$ cat src/rtl/bridge_pkg.sv
// Shared defaults and constant helpers for the stable-sampler bridge.
package bridge_pkg;

    localparam int unsigned DEF_DATA_WIDTH    = 16;
    localparam int unsigned DEF_CHANNELS      = 4;
    localparam int unsigned DEF_SYNC_STAGES   = 2;
    localparam int unsigned DEF_STABLE_CYCLES = 3;

    function automatic int unsigned clog2(input int unsigned v);
        int unsigned r;
        int unsigned x;
        r = 0;
        x = 1;
        while (x < v) begin
            x = x << 1;
            r++;
        end
        return r;
    endfunction

endpackage

$ cat src/rtl/stable_sampler_channel.sv
// One channel: synchronise an async word, qualify it as stable, then commit it.
import bridge_pkg::*;

module stable_sampler_channel #(
    parameter int unsigned DATA_WIDTH    = DEF_DATA_WIDTH,
    parameter int unsigned SYNC_STAGES   = DEF_SYNC_STAGES,
    parameter int unsigned STABLE_CYCLES = DEF_STABLE_CYCLES
) (
    input  logic                  clk,
    input  logic                  rst,
    input  logic [DATA_WIDTH-1:0] a,
    input  logic                  hold,
    output logic [DATA_WIDTH-1:0] b,
    output logic                  b_update,
    output logic                  b_valid
);

    localparam int unsigned CW  = clog2(STABLE_CYCLES + 1);
    localparam logic [CW-1:0] SAT = CW'(STABLE_CYCLES);
    localparam logic [CW-1:0] THR = CW'(STABLE_CYCLES - 1);
    localparam logic [CW-1:0] ONE = CW'(1);

    logic [SYNC_STAGES-1:0][DATA_WIDTH-1:0] sync_q;
    logic [SYNC_STAGES-1:0]                 fill_q;
    logic [DATA_WIDTH-1:0]                  s;
    logic [DATA_WIDTH-1:0]                  p_q;
    logic                                   p_fill_q;
    logic [CW-1:0]                          cnt_q, cnt_d;
    logic [DATA_WIDTH-1:0]                  b_q;
    logic                                   b_valid_q, b_update_q;
    logic                                   same, commit;

    assign s = sync_q[SYNC_STAGES-1];

    // fill_q tracks data that entered the chain after reset, so the zeroed
    // chain never qualifies as a stable 0 before real samples reach p.
    always_comb begin
        same   = fill_q[SYNC_STAGES-1] && p_fill_q && (s == p_q);
        cnt_d  = '0;
        if (same) begin
            cnt_d = (cnt_q >= SAT) ? SAT : cnt_q + ONE;
        end
        commit = !hold && same && (cnt_q >= THR) && (!b_valid_q || (s != b_q));
    end

    always_ff @(posedge clk) begin
        if (rst) begin
            sync_q     <= '0;
            fill_q     <= '0;
            p_q        <= '0;
            p_fill_q   <= 1'b0;
            cnt_q      <= '0;
            b_q        <= '0;
            b_valid_q  <= 1'b0;
            b_update_q <= 1'b0;
        end else begin
            sync_q     <= {sync_q[SYNC_STAGES-2:0], a};
            fill_q     <= {fill_q[SYNC_STAGES-2:0], 1'b1};
            p_q        <= s;
            p_fill_q   <= fill_q[SYNC_STAGES-1];
            cnt_q      <= cnt_d;
            b_update_q <= commit;
            if (commit) begin
                b_q       <= s;
                b_valid_q <= 1'b1;
            end
        end
    end

    assign b        = b_q;
    assign b_update = b_update_q;
    assign b_valid  = b_valid_q;

endmodule

$ cat src/rtl/multichannel_stable_sampler.sv
// Packs CHANNELS independent stable samplers onto flat buses with a shared hold.
import bridge_pkg::*;

module multichannel_stable_sampler #(
    parameter int unsigned DATA_WIDTH    = DEF_DATA_WIDTH,
    parameter int unsigned CHANNELS      = DEF_CHANNELS,
    parameter int unsigned SYNC_STAGES   = DEF_SYNC_STAGES,
    parameter int unsigned STABLE_CYCLES = DEF_STABLE_CYCLES
) (
    input  logic                           clk,
    input  logic                           rst,
    input  logic [CHANNELS*DATA_WIDTH-1:0] a,
    input  logic                           hold,
    output logic [CHANNELS*DATA_WIDTH-1:0] b,
    output logic [CHANNELS-1:0]            b_update,
    output logic [CHANNELS-1:0]            b_valid
);

    for (genvar g = 0; g < CHANNELS; g++) begin : g_ch
        stable_sampler_channel #(
            .DATA_WIDTH   (DATA_WIDTH),
            .SYNC_STAGES  (SYNC_STAGES),
            .STABLE_CYCLES(STABLE_CYCLES)
        ) u_ch (
            .clk     (clk),
            .rst     (rst),
            .a       (a[g*DATA_WIDTH +: DATA_WIDTH]),
            .hold    (hold),
            .b       (b[g*DATA_WIDTH +: DATA_WIDTH]),
            .b_update(b_update[g]),
            .b_valid (b_valid[g])
        );
    end

endmodule
$ cat config.mk
export PLATFORM = sky130hd
export DESIGN_NAME = multichannel_stable_sampler
export DESIGN_NICKNAME = d
export VERILOG_FILES = /design/src/rtl/bridge_pkg.sv /design/src/rtl/stable_sampler_channel.sv /design/src/rtl/multichannel_stable_sampler.sv
export SDC_FILE = /design/constraint.sdc
export NUM_CORES = 1
export LEC_CHECK = 0
export ABC_AREA = 1
export BUFFER_PORTS_ARGS = -buffer_cell sky130_fd_sc_hd__buf_2
export CAP_MARGIN = 20
export CORE_MARGIN = 2
export CORE_UTILIZATION = 45
export DETAILED_ROUTE_END_ITERATION = 10
export GPL_TIMING_DRIVEN = 0
export SLEW_MARGIN = 5
export SYNTH_ARGS = -nofsm -noshare
export SYNTH_HDL_FRONTEND = slang
export SYNTH_SLANG_ARGS = --single-unit
$ cat constraint.sdc
create_clock -name clk -period 2.4 [get_ports clk]
set_input_delay 0.12 -clock clk [delete_from_list [all_inputs] [get_ports clk]]
set_output_delay 0.12 -clock clk [all_outputs]
set_load 0.05 [all_outputs]
# == Word-level counts from Yosys, hierarchy flattened ==
# Index checks and enable logic that the tools add are counted.
# classes
n_reduce_logical,33
n_eq_ne,8
bitwise_logic,4
n_addsub,4
magnitude_cmp,8
n_mux,8
# ops
operator,count
$eq 16x16->1,4
$ne 16x16->1,4
$logic_and 1x1->1,20
$ge 2x2->1 const B,8
$add 2x1->2 const B,4
$mux 2,4
$reduce_or 2->1,4
$logic_not 1->1,5
$logic_or 1x1->1,4
$mux 1,4
$not 1->1,4
# totals
regBits,284
in_bits,67

# == Longest topological paths before layout ==
# Gate-level depths: netlist of the first run.
# depth
depth_word,5
depth_mapped,12

# == Modules after synthesis ==
# From an unflattened synthesis of the first run, not the netlist that was laid out.
# hier_totals
hier_cells,1764
hier_area_um2,11986.5
# modules_own_cells
mod,area_each_um2,seq_area_each_um2,instances,cells_per_inst
stable_sampler_channel,2996.6,1421.4,4,441

# == Least setup slack after synthesis of the first run ==
# OpenSTA, ideal clock, no wires.
# synth_path
kind,reg2reg
startpoint,register g_ch[3].u_ch.b_q[7]
endpoint,register g_ch[3].u_ch.b_q[6]
t_arrival_ps,1711
n_path_buf,1
period_less_slack_ps,1825
slack_ps,575
path_stages_with_launch,11
path_cell_list,dfxtp_1 > inv_1 > nand2_1 > nand2_1 > nor3_1 > nand2_1 > nor2_2 > nor2_4 > buf_8 > nor2_2 > nor2_2
# synth_between
elab_chain_cells,3
# synth_lines
element,line_no,source
start: declaration,stable_sampler_channel.sv:29,logic [DATA_WIDTH-1:0] b_q;
start signal: assignment,stable_sampler_channel.sv:64,b_q <= s;
$ne 16x16->1,stable_sampler_channel.sv:43,commit = !hold && same && (cnt_q >= THR) && (!b_valid_q || (s != b_q));
$logic_or 1x1->1,stable_sampler_channel.sv:43,
$logic_and 1x1->1,stable_sampler_channel.sv:43,
# Every way passes these cells.
# A chain may end at the register's enable or synchronous reset.

# == Worst setup path after layout of the first run ==
# layout_path
startpoint,register g_ch[2].u_ch.cnt_q[1]
endpoint,register g_ch[2].u_ch.b_q[7]
# layout_between
elab_chain_cells,3
# layout_lines
element,line_no,source
start: declaration,stable_sampler_channel.sv:28,"logic [CW-1:0] cnt_q, cnt_d;"
start signal: assignment,stable_sampler_channel.sv:61,cnt_q <= cnt_d;
$ge 2x2->1,stable_sampler_channel.sv:43,
$logic_and 1x1->1 (2 in series),stable_sampler_channel.sv:43,
end signal: assignment,stable_sampler_channel.sv:64,
end: declaration,stable_sampler_channel.sv:29,
# Every way passes these cells.

==> results of run 1 <==
## critical path, stage by stage, from the launching register on
cell and delay (ps):
dfxtp_1 320, inv_1 50, nor2_1 560, nand4_1 330
nor2_4 270, buf_6 170, nor2_1 40, nor2_1 100
## stage by stage
step / area [µm²] / worst slack [ps] / util (%) / instances / total power [mW]
after floorplan: 11700 / 575 / - / 1725 / 5.32
after global routing: 14500 / 251 / 56.1 / 2312 / 10.6
after global placement: 12800 / 466 / 49.7 / 2197 / 5.54
final: 14500 / 497 / 56.1 / 2312 / 10.2
after CTS: 14500 / 420 / 56.1 / 2312 / 10.4
after detailed placement: 12800 / 433 / 49.7 / 2197 / 5.55
## routing by layer
| layer | vias up | track usage, % | part of all wire, % |
|---|---|---|---|
| met1 | 4633 | 29.2 | 46 |
| li1 | 5592 | - | - |
| met3 | 47 | 2.92 | 5.0 |
| met4 | 0 | 6.35 | 2.1 |
| met2 | 247 | 38.1 | 47 |
| met5 | - | 0 | 0 |
## area by class of cell
cell class / instances / area [µm²]
Sequential cell: 275 / 5510
Tap cell: 335 / 419
Clock buffer: 38 / 842
Clock inverter: 13 / 174
Multi-Input combinational cell: 1066 / 4690
Buffer: 53 / 292
Timing Repair Buffer: 201 / 1330
Fill cell: 2564 / 11300
Inverter: 331 / 1240
## cell families (layout without fill, tap and decap cells)
logic type,after synthesis,count (layout),share of synthesized area (%)
xor+xnor,25,25,1.87
compound gates,31,31,1.43
buf+inv,384,636,13.1
flops,275,275,46.9
simple gates,1010,1010,36.7
## state kept, by name, summed over array words and instances, names as in the netlist
| signal | count |
|---|---|
| g_ch.u_ch.fill_q | 2 |
| g_ch.u_ch.b | 64 |
| g_ch.u_ch.p_q | 64 |
| g_ch.u_ch.b_update | 4 |
| g_ch.u_ch.s | 64 |
| g_ch.u_ch.b_valid | 4 |
| g_ch.u_ch.cnt_q | 8 |
| g_ch.u_ch.sync_q | 64 |
| g_ch.u_ch.p_fill_q | 1 |
## power by group through the flow
stage	clock network (mW)	logic [mW]	registers (mW)
CTS	4.83	0.752	4.78
detailed placement	0	0.670	4.88
global placement	0	0.667	4.88
floorplan	0	0.468	4.85
global route	5.00	0.853	4.79
finish	4.70	0.751	4.78
## placed cells by master, fill, tap and decap left out, drive strengths merged
cell type	netlist	final
nand4	78	78
a211oi	2	2
a21oi	15	15
and3	4	4
and3b	1	1
dfxtp	275	275
clkinv	2	8
o22ai	1	1
bufinv	0	4
dlygate4sd3	0	64
nand3	54	54
nand2	394	394
nor3b	3	3
o21ai	12	12
nor2	454	454
clkbuf	27	65
xor2	2	2
nor3	12	12
or2	2	2
and2	1	1
xnor2	23	23
inv	329	330
buf	26	163
clkinvlp	0	2
nand3b	7	7
a21boi	1	1
## final timing paths
check,start,end,slack [ps],cells after the start
max reg2reg,g_ch[2].u_ch.cnt_q[1],g_ch[2].u_ch.b[7],500,7
max,g_ch[2].u_ch.cnt_q[1],g_ch[2].u_ch.b[7],500,7
min reg2reg,g_ch[0].u_ch.sync_q[9],g_ch[0].u_ch.s[9],390,2
min,hold,g_ch[3].u_ch.b_update,80,4
==> summary.txt, run 1 <==
Routing
  • Drt drc: 0
  • Drt pass-1 iters: 5
  • 1st-iter DRT viols: 608
  • Total Wirelength: 30.2 mm
  • Antenna-violating nets left: 0
  • Vias: 10.5k
  • Wire per inst: 13.0 µm
  • Vias per inst: 4.55

Yosys
  • Seq cells post-synth: 275
  • Top-count cell post-synth: nor2_1
  • Synth area leaders: dfxtp_1, nor2_1, nand2_1
  • Cells after Synth: 1725
  • Register area share after synthesis: 46.9%
  • Synth Area per Inst: 6.80 µm²
  • Post-Synthesis Cell Area: 11700 µm²
  • Post-synth EDFFs: 0
  • Synth Warn #: 0
  • Post-synth top area cell: dfxtp_1
  • Top cell type's share of synthesized area: 46.9%
  • Primary FF master, synth: dfxtp_1
  • Top post-synthesis cells by count: nor2_1, nand2_1, dfxtp_1, inv_1, nand4_1
  • Mapped Nets: 1792
  • Yosys cell types: 35
  • Async SR Flop Fraction: 0%

Critical path
  • Worst EP required: 2880 ps
  • Crit path DAT: 2380 ps
  • Startpoint types: register
  • Worst Setup End Kind: register
  • Crit path kind: register to register
  • Critical path peak fanout: 10

Floorplan
  • Core area: 25800 µm²
  • Die Ht: 165 µm
  • IO Count: 139
  • Rows: 59
  • Die area: 27400 µm²
  • Die Span X: 165 µm
  • Initial core utilization: 45.4%

GRT
  • Largest net degree at the start of global routing: 15
  • Vias in the first global route: 9544
  • Total track usage: 22.2%
  • First-pass GRT wire length: 48.2 mm
  • Initial antenna violation count: 0
  • Gr ovfl total: 0

Layout
  • Synthesis-to-finish area growth: 23.5%
  • Nets@finish: 2025
  • Fraction of layout cells with a size suffix above 1: 15.8%
  • Ant. Diodes: 0

STA
  • Setup Viol. Count Final: 0
  • Final period utilization: 79.3%
  • Final hold vios: 0
  • Max Clock Skew: 7.96 ps
  • Max-slew violation count: 0
  • RSZ-0062 raised after global routing: false
  • Slew HR: 48.2%
  • Fin crit period: 1900 ps
  • Total negative setup slack: 0 ps
  • F_max: 0.526 GHz
  • Hold Slack: 75.5 ps
  • Slew @ Worst Pin: 774 ps

Clocking
  • Clock buffer depth: 3
  • Setup Fix Bufs, Post-CTS: 0
  • Clock root buffer: clkbuf_16
  • Number of buffers created by CTS: 30
  • H-tree levels: 1
  • Post-cts resize count: 0
  • Hold buffer count at cts: 64
  • CTS tree: yes
  • Clock-pin slew on the worst setup and hold paths: 60 ps
  • Worst-skew pair later-pin latency: 550 ps
  • Clk sinks: 275

Placed design
  • DP Wirelength: 22.7 mm
  • Placer Congestion: 0.909
  • Number of port buffers: 137

Pwr
  • NetSw: 2.34 mW
  • VDD IR-drop max: 521 µV
  • P_leak: 7.01 nW
  • Clock power share: 46.0%
  • Part of the power in registers: 46.7%
  • Pwr per Cell Area: 706 nW/µm²
  • Switching Share: 22.9%
  • Logic pwr share: 7.3%
  • Int Power: 7.89 mW

Job
  • Maxcap violations: 0

Outcome
  • Outcome: finished, final reports clean

Worst hold path
  • Hold Crit Class: primary input to register
Power figures use the tool's default switching activity.
==> inputs of run 2 (changes only) <==
--- a/config.mk
+++ b/config.mk
@@ -12,6 +12,7 @@
 export CORE_UTILIZATION = 45
 export DETAILED_ROUTE_END_ITERATION = 10
 export GPL_TIMING_DRIVEN = 0
+export PLACE_DENSITY = 0.67
 export SLEW_MARGIN = 5
 export SYNTH_ARGS = -nofsm -noshare
 export SYNTH_HDL_FRONTEND = slang
==> constraint.sdc (replaced) <==
create_clock -name clk -period 1.7 [get_ports clk]
set_input_delay 0.085 -clock clk [delete_from_list [all_inputs] [get_ports clk]]
set_output_delay 0.085 -clock clk [all_outputs]
set_load 0.05 [all_outputs]
==> run 2 against run 1 <==
Against the previous run:
- sequential power is 41% higher
- sequential cell count unchanged
- die area is the same
- first-iteration DRC count down 7.2%
- cell area is 3.5% higher
- critical path type unchanged
==> summary.txt, run 2 (synthesis results as in run 1) <==
Routing
  • Drt pass-1 iters: 7 (+2)
  • Antenna-violating nets left: 0 (unchanged)
  • 1st-iter DRT viols: 564 (-7.2%)
  • Wire per inst: 13.1 µm (+0.27%)
  • Drt drc: 0 (unchanged)
  • Total Wirelength: 30.6 mm (+1.6%)
  • Vias per inst: 4.60 (+1.1%)
  • Vias: 10.8k (+2.4%)

Critical path
  • Crit path DAT: 2170 ps (-210 ps)
  • Worst Setup End Kind: register
  • Crit path max-delay cell type: dfxtp_2
  • Crit path max-delay family: simple AND/OR/NAND/NOR gates
  • Crit path kind: register to register
  • Startpoint types: register
  • End of the critical path: g_ch[1].u_ch.b[9]
  • R2R Path End: g_ch[1].u_ch.b[9]
  • R2R Path Start: g_ch[1].u_ch.s[10]
  • Crit-path cells: inv_2, nand2_2, nand2_2, nor2_2, nand2_1, nor2_2, nand4_2, nor2_4, buf_6, nor2_1, nor2_1
  • Worst stage delay on the critical path: 360 ps (-200 ps)
  • Worst path bufs/invs: 2 (unchanged)
  • CP startpoint: g_ch[1].u_ch.s[10]
  • Crit path depth: 11 (+4)
  • Critical path peak fanout: 7 (-3)
  • Worst EP required: 2170 ps (-710 ps)
  • Worst-case reg-to-reg path depth: 11 (+4)
  • R2R setup slack: 6 ps (-490 ps)

STA
  • RSZ-0062 raised after global routing: true
  • Setup Viol. Count Final: 0 (unchanged)
  • Slew HR: 48.5% (+0.25 points)
  • Max-slew violation count: 0 (unchanged)
  • Total negative setup slack: 0 ps (unchanged)
  • Max Clock Skew: 6.38 ps (-1.57 ps)
  • Final hold vios: 0 (unchanged)
  • Final period utilization: 99.6% (+20 points)
  • Slew @ Worst Pin: 773 ps (-0.899 ps)
  • F_max: 0.590 GHz (+12%)
  • Fin crit period: 1690 ps (-209 ps)

Layout
  • Ant. Diodes: 0 (unchanged)
  • Final instance area: 15000 µm² (+3.5%)
  • Fraction of layout cells with a size suffix above 1: 24.3% (+8.5 points)
  • Most frequent cells in the layout: nor2_1, nand2_1, inv_1
  • Synthesis-to-finish area growth: 27.9%
  • Layout Cells excl Fill: 2342 (+1.3%)
  • Leading cell type in the layout, fill and taps excluded: nor2_1
  • Nets@finish: 2053 (+1.4%)
  • Fill count: 2485 (-3.1%)

Pwr
  • Pwr per Cell Area: 936 nW/µm² (+33%)
  • P_leak: 7.23 nW (+3.1%)
  • VDD IR-drop max: 691 µV (+33%)
  • Pwr Total: 14.0 mW (+37%)

Clocking
  • Clock root buffer: clkbuf_16
  • Worst-skew pair later-pin latency: 540 ps (about the same)
  • Number of buffers created by CTS: 28 (-6.7%)
  • Clock-pin slew on the worst setup and hold paths: 60 ps (about the same)
  • Clk sinks: 275 (unchanged)
  • H-tree levels: 1 (unchanged)
  • CTS tree: yes
  • Clock buffer depth: 3 (unchanged)

GRT
  • Initial antenna violation count: 0 (unchanged)
  • First-pass GRT wire length: 47.5 mm (-1.5%)
  • Gr ovfl total: 0 (unchanged)
  • Largest net degree at the start of global routing: 15 (unchanged)
  • Vias in the first global route: 9929 (+4.0%)
  • Total track usage: 21.8% (-0.39 points)

Placed design
  • DP Wirelength: 21.9 mm (-3.4%)
  • Placed cell count: 2197 (unchanged)
  • Number of port buffers: 137 (unchanged)
  • Area post-placement: 12900 µm² (+0.40%)
  • Placer Congestion: 0.934 (+2.7%)

Floorplan
  • Die Ht: 165 µm (unchanged)
  • Core area: 25800 µm² (unchanged)
  • Die area: 27400 µm² (unchanged)
  • IO Count: 139 (unchanged)
  • Initial core utilization: 45.4% (unchanged)
  • Die Span X: 165 µm (unchanged)
  • Rows: 59 (unchanged)

Outcome
  • Outcome: finished, final reports clean

Job
  • Maxcap violations: 0 (unchanged)

Worst hold path
  • Hold Crit Class: primary input to register
run 2: cell count changes in the layout (fill, tap and decap cells not counted), moves of 3 or more:
cell	before	now
dfxtp_1	275	183
dfxtp_2	0	87
buf_4	10	36
nand2_1	389	364
nand2_2	5	29
nor2_1	418	397
nor2_2	28	47
buf_6	5	13
dfxtp_4	0	5
buf_2	142	138
xnor2_1	23	19
xnor2_2	0	4
inv_2	57	54
run 2: through the flow:
step                setup WS, ps  util [%]  hold WS (ps)
finish                      6.26      58.1          45.7
global route                -114      58.1          78.8
CTS                        0.292      56.5          54.7
detailed placement          -204      49.9           290
global placement            -147      49.9           284
floorplan                   1.06         -           192
run 2: tightest hold or removal path, stage by stage:
cell	delay, ps
buf_2	180
nor2_1	120
nand3_1	100
nor2_1	50
run 2: layout make-up:
cell class                 instances  area [µm²]  area share, %
clock buffer                      40         827           5.51
timing repair buffer             231        1570           10.5
inverter                         331        1250           8.36
buffer                            53         310           2.07
multi-input combinational       1066        4870           32.5
clock inverter                    11         118          0.784
tap                              335         419           2.79
sequential                       275        5630           37.5
run 2: how the worst min path moves through the flow:
stage          depth (start not counted)   from                endpoint  slack, ps
6_report                               4   hold   g_ch[3].u_ch.b_update         50
5_1_grt                                4   hold   g_ch[3].u_ch.b_update         80
4_1_cts                                4   hold   g_ch[3].u_ch.b_update         50
3_5_place_dp                           3  a[57]  g_ch[3].u_ch.sync_q[9]        290
3_3_place_gp                           3  a[54]  g_ch[3].u_ch.sync_q[6]        280
2_1_floorplan                          2   a[0]  g_ch[0].u_ch.sync_q[0]        190
run 2: layer usage:
layer	global-route usage [%]	share of wire [%]	wire length, µm	up-vias
li1	-	-	-	5638
met3	3.90	5.8	1770	70
met5	0	0	0	-
met1	27.9	45	13700	4799
met2	37.2	47	14300	267
met4	7.05	2.9	884	0
run 2: power by group:
part	leakage (nW)	internal, mW	switching [mW]
clock network	0.463	3.68	2.52
registers	2.29	6.63	0.117
logic	4.48	0.456	0.634
run 2: timing repair:
item	4_1_cts	5_1_grt
buffers inserted	10	16
endpoints found under the setup margin	48	67
hold buffers	64	0
gates cloned	0	4
gates resized for setup	12	129
endpoints found under the hold margin	64	0
pin swaps	6	44
